## src/rtl/burst_pattern_gen.sv

```systemverilog
// burst_pattern_gen: writes bursts of generated test-pattern words into a
// downstream FIFO with a programmable inter-burst gap and FIFO back-pressure.
module burst_pattern_gen #(
    parameter int unsigned DATA_W    = 8,
    parameter int unsigned BURST_LEN = 1024,
    parameter int unsigned GAP_LEN   = 64,
    parameter logic [15:0] LFSR_SEED = 16'hACE1
) (
    input  logic              clk,
    input  logic              rst_n,
    input  logic              en,
    input  logic [1:0]        mode,
    input  logic              fifo_full,
    output logic              fifo_wr_en,
    output logic [DATA_W-1:0] data,
    output logic              busy,
    output logic              burst_done,
    output logic [15:0]       burst_count
);

    localparam int unsigned BEAT_W = $clog2(BURST_LEN + 1);
    localparam int unsigned GAP_W  = (GAP_LEN > 0) ? $clog2(GAP_LEN + 1) : 1;

    localparam logic [1:0] MODE_CNT  = 2'd0;
    localparam logic [1:0] MODE_LFSR = 2'd1;
    localparam logic [1:0] MODE_WALK = 2'd2;

    typedef enum logic [1:0] {
        S_IDLE  = 2'd0,
        S_BURST = 2'd1,
        S_GAP   = 2'd2
    } state_e;

    state_e              state_q, state_d;
    logic [1:0]          mode_q, mode_d;
    logic [DATA_W-1:0]   data_q, data_d;
    logic [15:0]         lfsr_q, lfsr_d;
    logic [15:0]         lfsr_nxt;
    logic [BEAT_W-1:0]   beat_q, beat_d;
    logic [GAP_W-1:0]    gap_q, gap_d;
    logic [15:0]         count_q, count_d;
    logic                done_q, done_d;
    logic                busy_q, busy_d;
    logic                start_burst;

    // First word of a burst for the selected pattern
    function automatic logic [DATA_W-1:0] pat_start(input logic [1:0] m, input logic [15:0] lfsr);
        case (m)
            MODE_CNT:  pat_start = '0;
            MODE_LFSR: pat_start = lfsr[DATA_W-1:0];
            MODE_WALK: pat_start = DATA_W'(1);
            default:   pat_start = DATA_W'(16'h5555);
        endcase
    endfunction

    // Word following d in the selected pattern; LFSR words come from the advanced register
    function automatic logic [DATA_W-1:0] pat_next(input logic [1:0] m, input logic [DATA_W-1:0] d,
                                                   input logic [15:0] lfsr_adv);
        case (m)
            MODE_CNT:  pat_next = d + DATA_W'(1);
            MODE_LFSR: pat_next = lfsr_adv[DATA_W-1:0];
            MODE_WALK: pat_next = {d[DATA_W-2:0], d[DATA_W-1]};
            default:   pat_next = ~d;
        endcase
    endfunction

    // Write strobe is the one combinational output so back-pressure takes effect the same cycle
    assign fifo_wr_en = (state_q == S_BURST) && !fifo_full;

    // Fibonacci LFSR x^16+x^14+x^13+x^11+1, shifting left with feedback into bit 0
    assign lfsr_nxt = {lfsr_q[14:0], lfsr_q[15] ^ lfsr_q[13] ^ lfsr_q[12] ^ lfsr_q[10]};

    // Next-state, pattern and counter logic
    always_comb begin
        state_d     = state_q;
        mode_d      = mode_q;
        data_d      = data_q;
        lfsr_d      = lfsr_q;
        beat_d      = beat_q;
        gap_d       = gap_q;
        count_d     = count_q;
        done_d      = 1'b0;
        start_burst = 1'b0;

        case (state_q)
            S_IDLE: begin
                if (en) start_burst = 1'b1;
            end
            S_BURST: begin
                if (fifo_wr_en) begin
                    if (mode_q == MODE_LFSR) lfsr_d = lfsr_nxt;
                    data_d = pat_next(mode_q, data_q, lfsr_nxt);
                    if (beat_q == BEAT_W'(BURST_LEN - 1)) begin
                        count_d = count_q + 16'd1;
                        done_d  = 1'b1;
                        beat_d  = '0;
                        if (GAP_LEN > 0) begin
                            state_d = S_GAP;
                            gap_d   = '0;
                        end else if (en) begin
                            start_burst = 1'b1;
                        end else begin
                            state_d = S_IDLE;
                        end
                    end else begin
                        beat_d = beat_q + BEAT_W'(1);
                    end
                end
            end
            S_GAP: begin
                if (gap_q == GAP_W'(GAP_LEN - 1)) begin
                    if (en) start_burst = 1'b1;
                    else    state_d     = S_IDLE;
                end else begin
                    gap_d = gap_q + GAP_W'(1);
                end
            end
            default: state_d = S_IDLE;
        endcase

        // Burst start: latch mode and load the pattern start (LFSR continues from its current value)
        if (start_burst) begin
            state_d = S_BURST;
            mode_d  = mode;
            beat_d  = '0;
            data_d  = pat_start(mode, lfsr_d);
        end

        busy_d = (state_d != S_IDLE);
    end

    // State and output registers
    always_ff @(posedge clk or negedge rst_n) begin
        if (!rst_n) begin
            state_q <= S_IDLE;
            mode_q  <= '0;
            data_q  <= '0;
            lfsr_q  <= LFSR_SEED;
            beat_q  <= '0;
            gap_q   <= '0;
            count_q <= '0;
            done_q  <= 1'b0;
            busy_q  <= 1'b0;
        end else begin
            state_q <= state_d;
            mode_q  <= mode_d;
            data_q  <= data_d;
            lfsr_q  <= lfsr_d;
            beat_q  <= beat_d;
            gap_q   <= gap_d;
            count_q <= count_d;
            done_q  <= done_d;
            busy_q  <= busy_d;
        end
    end

    assign data        = data_q;
    assign busy        = busy_q;
    assign burst_done  = done_q;
    assign burst_count = count_q;

endmodule

```

## config.mk

```make
export PLATFORM = sky130hd
export DESIGN_NAME = burst_pattern_gen
export DESIGN_NICKNAME = d
export VERILOG_FILES = /design/src/rtl/burst_pattern_gen.sv
export SDC_FILE = /design/constraint.sdc
export NUM_CORES = 1
export LEC_CHECK = 0
export CAP_MARGIN = 20
export CORE_AREA = 2 2 100 102
export CTS_BUF_LIST = sky130_fd_sc_hd__clkbuf_8
export CTS_CLUSTER_SIZE = 16
export DETAILED_ROUTE_END_ITERATION = 8
export DIE_AREA = 0 0 102 104
export GPL_TIMING_DRIVEN = 0
export PLACE_DENSITY = 0.52
export SYNTH_ARGS = -nofsm -noshare
export SYNTH_HDL_FRONTEND = slang
export SYNTH_SLANG_ARGS = --single-unit
```

## constraint.sdc

```tcl
create_clock -name clk -period 3.3 [get_ports clk]
set_clock_uncertainty 0.15 [all_clocks]
set_input_delay 0.66 -clock clk [delete_from_list [all_inputs] [get_ports clk]]
set_output_delay 0.66 -clock clk [all_outputs]
set_load 0.02 [all_outputs]
```

==> impl_results.md <==
* Final net count at 371
* Sink Count at 64
* Number of port buffers at 32
* Crit path launch type: primary input
* Core Box Area at approximately 9500 µm²
* Synth Cell Area at ~3200 µm²
* Gpl congestion at 0.843
* Final Setup Violations at 0
* Final design utilization at between 40% and 50%
* Crit path max fanout at 12
* Top_reg_cell synth: dfrtp_1
* Max Cap Viol at 0
* Layout cells sized above 1 at between 10 and 15%
* H-tree Lvls at 3
* Nature of the critical path endpoint: flip-flop
* Iteration-0 DRC Markers at 104
* Area Growth Syn to Fin at 21.6%
* Dpl hpwl at around 5 mm
* Crit-path leading delay family: buffers and inverters
* Count of TritonRoute iterations in the first routing pass at 4
* Commonest non-fill, non-tap cell in the layout: dfrtp_1
* DRC errors left at 0
* Wire per inst at approximately 15 µm
* Non-filler cells, final at 499
* Avg Vias per Cell at 5.01
* Critical path data required time at 3.39 ns
* CTS tree: yes
* First-pass GRT wire length at approximately 13 mm
* Post-Synthesis Net Count at between 300 and 400
* Design Area, Final at 3950 µm²
* Vias post-DR at 2,500
* Commonest cells after routing, fill and taps aside: 56 x dfrtp_1, 37 x nand2_1, 30 x clkdlybuf4s50_1, 27 x nor2_1
* Root Driver: clkbuf_8
* Vias in the first global route at 2,487
* Pwr Density at roughly 610 nW/µm²
* Die ar. at 10,600 µm²
* Seq/Total Area, Yosys at 49.6%
* Die height at 104 µm
* Final ANT Viol Nets at 0
* Rows at 36
* Min cycle time layout at 3.04 ns
* Max-slew violations at 0
* Antenna cell count at 0
* CTS max path bufs at 2
* Max VDD drop at 0.000209 V
* DRT Wirelength at 7.32 mm
* Total Routing Usage GR at 15.1%
* Slew Limit Headroom at a little under half
* Post-CTS Setup Bufs at 0
* Antenna violations before repair at 0
* Static Leak at 1.73 nW
* CP arrival at ~3.1 ns
* RSZ-0062 raised after global routing: false
* Die W at 102 µm
* Total Negative Setup Slacks at 0 ns
* Clock latency on the worst-skew pair at 0.36 ns
* Kind of critical path: in2reg
* Outcome: completed
* Post-CTS sizing at 2
* Worst path max stage delay at ~0.52 ns
* Crit share post-route at slightly above 90%
* GRT overflow at 0
* Crit path buf inv count at 4
* Peak Freq at between 300 and 400 MHz
* Pre-CTS WS at -0.402 ns
* Avg Cell Area, Syn at 10.2 µm²
* Async SR Flop Fraction at 100%
* Crit-path cells: clkdlybuf4s50_1, or3b_1, buf_2, clkinvlp_4, nand2_1, clkbuf_1, mux2i_1, o21ai_0, o21a_1
* Number of synthesized flops with an enable pin at 0
* Placed cell count at 484
* Top Ports at 33
* Clock Pin Slew Worst Setup and Hold Paths at 0.07 ns
* Yosys cell types at between 50 and 60
* Initial Utilization at 34.0%
* YS warnings at 0
* Critical path's slowest cell: clkbuf_1
* Synth Register Bits at 64
* Min-delay worst type: in2async
* Endpoints failing hold at 0
* Clock buffer count from CTS at 9
* Total power at 2.40 mW
* Dpl cell area at 3730 µm²
* Post-Synthesis Cells at 319
* Worst Slack Setup Final at approximately 0.26 ns
* Largest net degree at the start of global routing at 65
* Hold-fix buffers, CTS at 0
* Worst-margin pin slew at 0.815 ns
* Hold slack at roughly 0.25 ns
## power by group
group	switching, mW	leakage [nW]	internal, mW
Combinational	0.366	0.841	0.309
Sequential	0.105	0.783	0.866
Clock	0.325	0.110	0.426
Total	0.795	1.73	1.60
## Yosys cell counts (10+ instances only)
cell type  count  area share, %
dfrtp_1       56             43
nand2_1       37            4.3
nor2_1        27            3.1
o21ai_0       16            2.5
xnor2_1       16            4.3
xor2_1        15            4.0
inv_1         14            1.6
mux2_2        14            4.9
nand3_1       14            2.2
nand4_1       12            2.3
clkbuf_1      11            1.3
nor3_1        10            1.5
## layout make-up
cell class	instances	area, µm²
multi-input cells	227	1520
clock buffers	9	124
repair buffers	32	317
well taps	133	166
clock inverters	7	95.1
inverters	14	56.3
fillers	985	5600
plain buffers	13	58.8
flip-flops and latches	64	1610
## sequential cells by signal, summed over array words and instances (netlist names)
name / count
beat_q: 11
state_q: 2
gap_q: 7
burst_done: 1
data: 8
mode_q: 2
busy: 1
burst_count: 16
lfsr_q: 16
## kinds of logic after synthesis
group / Yosys count / share of synthesized area (%)
AOI/OAI and AO/OA: 53 / 10.8
xor gates and xnor gates: 31 / 8.36
adders and majority gates: 4 / 1.54
buffers and inverters: 28 / 3.54
DFF: 64 / 49.6
muxes: 19 / 7.55
and+or+nand+nor: 120 / 18.6
## per-layer routing
| metal | vias up | wire [µm] | GRT usage [%] |
|---|---|---|---|
| li1 | 1221 | - | - |
| met1 | 1215 | 3480 | 20.5 |
| met2 | 56 | 3440 | 22.9 |
| met3 | 8 | 312 | 3.90 |
| met4 | 0 | 93 | 5.71 |
| met5 | - | 0 | 0 |
## path summary, 6_finish.rpt
| check | endpoint | cells after the start | slack [ns] | from |
|---|---|---|---|---|
| worst max-delay path | data[1] | 9 | 0.26 | fifo_full |
| worst min-delay path | data[3] | 1 | 0.25 | rst_n |
| worst max register to register | data[1] | 8 | 0.52 | state_q[0] |
| worst min register to register | burst_count[15] | 1 | 0.34 | burst_count[15] |
| max in group asynchronous | burst_count[11] | 1 | 2.21 | rst_n |
| min in group clk | burst_count[15] | 1 | 0.34 | burst_count[15] |
No activity file was read; power rests on OpenSTA's default activity.
==> RTL change 1 (same settings) <==
Set the parameter `DATA_W` to 7 (it was 8).
--- a/src/rtl/burst_pattern_gen.sv
+++ b/src/rtl/burst_pattern_gen.sv
@@ -2,5 +2,5 @@
 // downstream FIFO with a programmable inter-burst gap and FIFO back-pressure.
 module burst_pattern_gen #(
-    parameter int unsigned DATA_W    = 8,
+    parameter int unsigned DATA_W    = 7,
     parameter int unsigned BURST_LEN = 1024,
     parameter int unsigned GAP_LEN   = 64,
Interface: changed (resized data); port bits go from 33 to 32. No check against the original RTL was run, so the function may have changed too.
==> RTL change 1 against the unedited design <==
  * Cell area fell by 3.1%
  * Total power grew 3.0%
  * Sequential cell count is 1 lower
  * Combinational power shrank 11%
  * Via count down 6.9%
  * Sequential share of layout area grew 0.65 points
  * Worst setup slack improved by 0.16 ns
  * Area after synthesis down 3.5%
  * Routed wire length is 8.4% lower
  * Highest routed layer unchanged
  * Synthesized cell count decreased by 8.8%
==> RTL change 1: results (changes against the unedited design) <==
ys_types: 60  # +18%
antenna_left: 0  # unchanged
first_iter_violations: 74  # -29%
ir_drop_mv: 0.234  # +12%
synthTopCellsByArea: "dfrtp_1, dfstp_2, xnor2_1"
dp_hpwl_um: 4610  # -9.4%
layout-drive-gt1-share_pct: 15.4  # +1.5 points
fmax_mhz: 347  # +5.5%
syn_area_per_cell_um2: 10.8  # +5.8%
dp_slack_ns: 0.0403  # +0.442 ns
grt_pass1_vias: 2386  # -4.1%
fin_nets: 343  # -7.5%
syn_nets: 301  # -8.5%
vias: 2328  # -6.9%
wl_per_cell_um: 14.2  # -3.0%
yosysSeqAreaShare_pct: 50.6  # +0.98 points
grt_pass1_wl_um: 11700  # -7.2%
numPortBuffers: 31  # -3.1%
status: "finished clean"
crit_slowest_cell: "clkdlybuf4s50_1"
gp_congestion: 0.818  # -3.0%
grt_max_degree: 64  # -1.5%
clk-insertion-delay-late_ns: 0.34  # -0.02 ns
max_slew.worst_pin.slew_ns: 0.799  # -0.0160 ns
cts_resized: 0  # -2
hold_slack_ns: 0.252  # +0.00366 ns
antenna_found_initial: 0  # unchanged
area_growth_pct: 22.1
p_leak_uw: 0.00164  # -5.7%
grt_use_total_pct: 13.8  # -1.3 points
num-fill-cells: 994  # +0.91%
arrival_ns: 2.07  # -1.06 ns
synth_common_cells: "dfrtp_1, nor2_1, nand2_1"
placed_cells: 455  # -6.0%
dpl_cell_area_um2: 3610  # -3.3%
cpPeakStageDelay_ns: 0.43  # -0.09 ns
stdcell_count: 471  # -5.6%
clkTransAtPathRegs_ns: 0.07  # about the same
rrSetupSlack_ns: 0.77  # +0.25 ns
crit_path_max_fanout: 10  # -2
RTL change 1: worst paths after layout:
| check | start | end |
|---|---|---|
| max reg2reg | beat_q[0] | burst_count[3] |
| min reg2reg | burst_count[15] | burst_count[15] |
| min in group clk | burst_count[15] | burst_count[15] |
| max in group asynchronous | rst_n | lfsr_q[3] |
| max | fifo_full | fifo_wr_en |
| min | rst_n | data[4] |
RTL change 1: where the power goes:
group,switching [µW],leakage [µW],internal (µW),total [µW]
registers,172,0.000777,968,1140
logic,282,0.000740,316,598
clock network,292,0.000119,438,730
total,746,0.00164,1720,2470
RTL change 1: routing by layer:
metal	track usage, %	part of all wire, %	wire length [µm]
met2	20.9	46	3050
met5	0	0	0
met1	18.9	48	3250
met3	3.56	4.6	309
met4	4.86	1.4	97
RTL change 1: area by class of cell:
class                      count  share of cell area (%)
multi-input combinational    208                    38.0
tap                          133                    4.35
inverter                      11                    1.14
clock buffer                  10                    3.59
timing repair buffer          31                    8.10
buffer                         9                    1.34
sequential                    63                    41.4
clock inverter                 6                    2.03
RTL change 1: kinds of logic after synthesis:
family	after synthesis	synth area share, %
adders and majority gates	4	1.60
buffers and inverters	20	3.03
DFF	63	50.6
and+or+nand+nor	111	18.9
xor gates and xnor gates	30	8.38
AOI/OAI and AO/OA	43	9.29
muxes	20	8.26
RTL change 1: worst register-to-register path, cell delays in order (launching register included):
cell and delay [ns]:
dfrtp_1 0.42, ha_1 0.29, nand4bb_1 0.32, nor3_2 0.37
nand2_1 0.26, inv_2 0.10, buf_2 0.22, nand4_1 0.14
xnor2_1 0.14
